===== src/rtl/spi_shift_n.sv =====
// Full-duplex SPI shift engine: WIDTH-bit TX serialiser and RX deserialiser.
// The controller supplies separate sample and shift strobes, so either SPI clock phase can be used.
module spi_shift_n #(
    parameter int   WIDTH      = 8,
    parameter int   CNT_W      = 4,
    parameter logic IDLE_LEVEL = 1'b0
) (
    input  logic             clk,
    input  logic             rst,
    input  logic             load,
    input  logic [WIDTH-1:0] data_in,
    input  logic             lsb_first,
    input  logic             sample_en,
    input  logic             shift_en,
    input  logic             s_in,
    output logic             s_out,
    output logic [WIDTH-1:0] data_out,
    output logic             busy,
    output logic             done,
    output logic [CNT_W-1:0] bit_cnt
);

    typedef enum logic {IDLE, ACTIVE} state_t;

    state_t           state;
    logic [WIDTH-1:0] tx_reg, rx_reg, tx_nxt, rx_nxt;
    logic             order;
    logic             last;

    always_comb begin
        tx_nxt = order ? {IDLE_LEVEL, tx_reg[WIDTH-1:1]} : {tx_reg[WIDTH-2:0], IDLE_LEVEL};
        rx_nxt = order ? {s_in, rx_reg[WIDTH-1:1]}       : {rx_reg[WIDTH-2:0], s_in};
        last   = sample_en && (bit_cnt == CNT_W'(WIDTH-1));
    end

    always_ff @(posedge clk) begin
        if (!rst) begin
            state    <= IDLE;
            tx_reg   <= '0;
            rx_reg   <= '0;
            data_out <= '0;
            bit_cnt  <= '0;
            busy     <= 1'b0;
            done     <= 1'b0;
            s_out    <= IDLE_LEVEL;
            order    <= 1'b0;
        end else begin
            done <= 1'b0;
            case (state)
                IDLE: begin
                    s_out <= IDLE_LEVEL;
                    if (load) begin
                        tx_reg  <= data_in;
                        order   <= lsb_first;
                        rx_reg  <= '0;
                        bit_cnt <= '0;
                        busy    <= 1'b1;
                        state   <= ACTIVE;
                        s_out   <= lsb_first ? data_in[0] : data_in[WIDTH-1];
                    end
                end
                ACTIVE: begin
                    if (sample_en) begin
                        rx_reg  <= rx_nxt;
                        bit_cnt <= bit_cnt + CNT_W'(1);
                    end
                    // The completing sample wins over a coincident shift; the line returns to idle.
                    if (last) begin
                        data_out <= rx_nxt;
                        busy     <= 1'b0;
                        done     <= 1'b1;
                        state    <= IDLE;
                        s_out    <= IDLE_LEVEL;
                    end else if (shift_en) begin
                        tx_reg <= tx_nxt;
                        s_out  <= order ? tx_nxt[0] : tx_nxt[WIDTH-1];
                    end
                end
                default: state <= IDLE;
            endcase
        end
    end

endmodule


===== config.mk =====
export PLATFORM = sky130hd
export DESIGN_NAME = spi_shift_n
export DESIGN_NICKNAME = d
export VERILOG_FILES = /design/src/rtl/spi_shift_n.sv
export SDC_FILE = /design/constraint.sdc
export NUM_CORES = 1
export LEC_CHECK = 0
export BUFFER_PORTS_ARGS = -buffer_cell sky130_fd_sc_hd__buf_2
export CORE_ASPECT_RATIO = 0.5
export CORE_MARGIN = 2
export CORE_UTILIZATION = 56
export CTS_BUF_LIST = sky130_fd_sc_hd__clkbuf_8
export CTS_CLUSTER_SIZE = 14
export DETAILED_ROUTE_END_ITERATION = 16
export HOLD_SLACK_MARGIN = 0.08
export PLACE_DENSITY = 0.81
export SLEW_MARGIN = 10
export SYNTH_ARGS = -nofsm -noshare
export SYNTH_HDL_FRONTEND = slang
export SYNTH_SLANG_ARGS = --single-unit

===== constraint.sdc =====
create_clock -name clk -period 1.5 [get_ports clk]
set_input_delay 0 -clock clk [delete_from_list [all_inputs] [get_ports clk]]
set_output_delay 0 -clock clk [all_outputs]
set_load 0.1 [all_outputs]

==> results.cfg <==
[detailed_routing]
drt-initial-drc-count = 57
wl_met3_um = 194
post-route-drc-count = 0
via_count = 1272
first_pass_iters = 4
vias_per_cell = 5.46
drt.antenna.violating_nets = 0
wl_met1_um = 1620
route.top_layer_used = met4
wirelength_um = 3290
routed-wl-met2_um = 1440
detail_route.wl_per_cell_um = 14.1

[clock_tree]
cts_resized = 0
cts_tree = done
cts.htree.levels = 2
cts_made_buffers = 5
cts.path.max_buffers = 2
clk_pin_slew_ps = 70
cts_root_buf = clkbuf_8
clock_latency_ps = 280
clkSinkCount = 33
post_cts_buffers = 0

[flow_run]
cap_violations = 0

[status]
status = completed

[critical_path]
crit_type = register to register
cp_cell_sequence = buf_4 -> mux2i_1 -> a2bb2oi_1 -> nor2_1
cp.arrival_ps = 1570
timing.rr.start = order
crit_fanout = 9
timing.rr.end = rx_reg[1]
critPathBufInv = 1
cp_top_family = flip-flops
reg2reg_depth = 4
slowest_stage = dfxtp_1
critPathLaunchType = register
r2r_slack_ps = 110
slowest_delay_ps = 560
critPathCaptureType = register
required_ps = 1680

[worst_hold_path]
hold_end = tx_reg[0]
min_from = data_in[0]
hold_path_depth = 4
worstHoldPathType = input pin to register

[pwr]
ir_drop_v = 0.000707
fin_total_pwr_w = 0.00193
power.density_nw_per_um2 = 1000
leakage_nw = 0.834

[global_routing]
grt_usage = 0.225
grt_max_degree = 20
grt-ovfl-total = 0
grt_pass1_wl_um = 5230
grt_antenna_before_repair = 0
grt_pass1_vias = 1079

[place]
io_buffer_count = 29
place_ws_ps = 122
dp.final_hpwl_um = 2340
place_congestion = 0.861
place_inst = 222
placed_area_um2 = 1790

[timing]
skew_ps = 3.74
final_max_slew_viol_count = 0
rsz0062_at_grt = no
tns_ps = 0
max_freq_ghz = 0.721
tightest_slew_ps = 488
fin_crit_ps = 1390
slew_headroom = 0.677
worst_slack_ps = 113
setup_viol = 0
hold_viol_final = 0
fin_crit_sh = 0.925

[floorplan]
io_pins = 30
start_util = 0.593
die_height_um = 41.1
die_w_um = 78.3
core_area_um2 = 2600
num_rows = 13
die_area_um2 = 3220

[logic_synthesis]
synth_top_area_cell = dfxtp_1
syn_inst = 156
yosys_warnings = 0
synth-edff-count = 0
synth_nets = 172
async_flop_share = 0
syn_avg_cell_area_um2 = 9.90
synth-seq-area-share = 0.428
synth_top_area_share = 0.428
ys.flop_type = dfxtp_1
synthTopCellsByArea = dfxtp_1, mux2i_1, nor2_1
yosysUniqueCellTypes = 36
ys_ff_latch = 33
syn_area_um2 = 1540

[final_layout]
area_delta_synth_final_pct = 24.6
nets = 211
fin_cells = 233
final_area_um2 = 1920
layout-drive-gt1-share = 0.327
antenna_cells = 0
report_power, final:
part	internal [W]	switching (W)
combinational	0.000112	0.000150
sequential	0.000903	0.0000324
clock	0.000414	0.000319
routing by layer:
layer,vias to the layer above,global-route usage
li1,639,-
met1,596,0.295
met2,33,0.360
met3,4,0.0903
met4,0,0.0482
met5,-,0
synthesized netlist by cell type, drive strengths merged (2+ instances only):
cell type,number
clkbuf,3
a21bo,3
mux2,5
a21o,6
a2bb2oi,5
nand3,2
nand4,4
inv,2
a22oi,4
a21oi,2
a211o,2
mux2i,22
o2bb2ai,5
nor2,16
nor2b,3
buf,6
o21ai,6
a31oi,3
nand2,13
dfxtp,33
cell families after synthesis:
family | after synthesis | share of synthesized area
flops | 33 | 0.428
fa+ha+maj | 1 | 0.00810
buf+inv | 12 | 0.0357
compound gates | 40 | 0.211
simple gates | 43 | 0.136
mux | 27 | 0.182
worst max-delay path by stage:
stage | from | endpoint | cells past startpoint
4_1_cts | order | rx_reg[1] | 4
6_report | order | rx_reg[1] | 4
3_5_place_dp | order | rx_reg[1] | 4
3_3_place_gp | bit_cnt[1] | tx_reg[5] | 4
2_1_floorplan | bit_cnt[0] | tx_reg[0] | 4
5_1_grt | order | rx_reg[1] | 4
timing repair:
item | 4_1_cts | 5_1_grt
setup endpoints to repair | 0 | 0
hold buffers | 3 | 0
hold endpoints to repair | 4 | 0
through the flow:
step | utilization | hold slack [ps]
2_1_floorplan | - | 147
3_3_place_gp | 0.689 | 291
3_5_place_dp | 0.689 | 291
4_1_cts | 0.739 | 93.4
5_1_grt | 0.739 | 134
6_report | 0.739 | 103
worst reg2reg max path, delay by kind of cell, from the launching register on:
kind / cells / cell delay [ps]
and+or+nand+nor: 1 / 50
buffers and inverters: 1 / 230
DFF: 1 / 560
muxes: 1 / 240
AOI/OAI and AO/OA: 1 / 200
cells in the final DEF (no fill, tap or decap), types with 2 or more instances in the layout:
master,n
dfxtp_1,29
buf_2,29
mux2i_1,21
nor2_1,16
nand2_1,13
buf_4,9
clkbuf_8,7
o21ai_0,6
a21o_1,6
o2bb2ai_1,5
a2bb2oi_1,5
mux2_2,5
a22oi_1,4
nand4_1,4
nor2b_1,3
a21bo_2,3
dfxtp_4,3
dlygate4sd3_1,3
a211o_1,2
inv_1,2
a31oi_1,2
cell type report:
type                            instances  area (um2)
Clock inverter                          1        5.00
Tap cell                               37        46.3
Fill cell                             200         678
Sequential cell                        33         673
Inverter                                3        11.3
Clock buffer                            7        96.3
Multi-Input combinational cell        111         850
Timing Repair Buffer                   41         243
No activity file was read; power rests on OpenSTA's default activity.
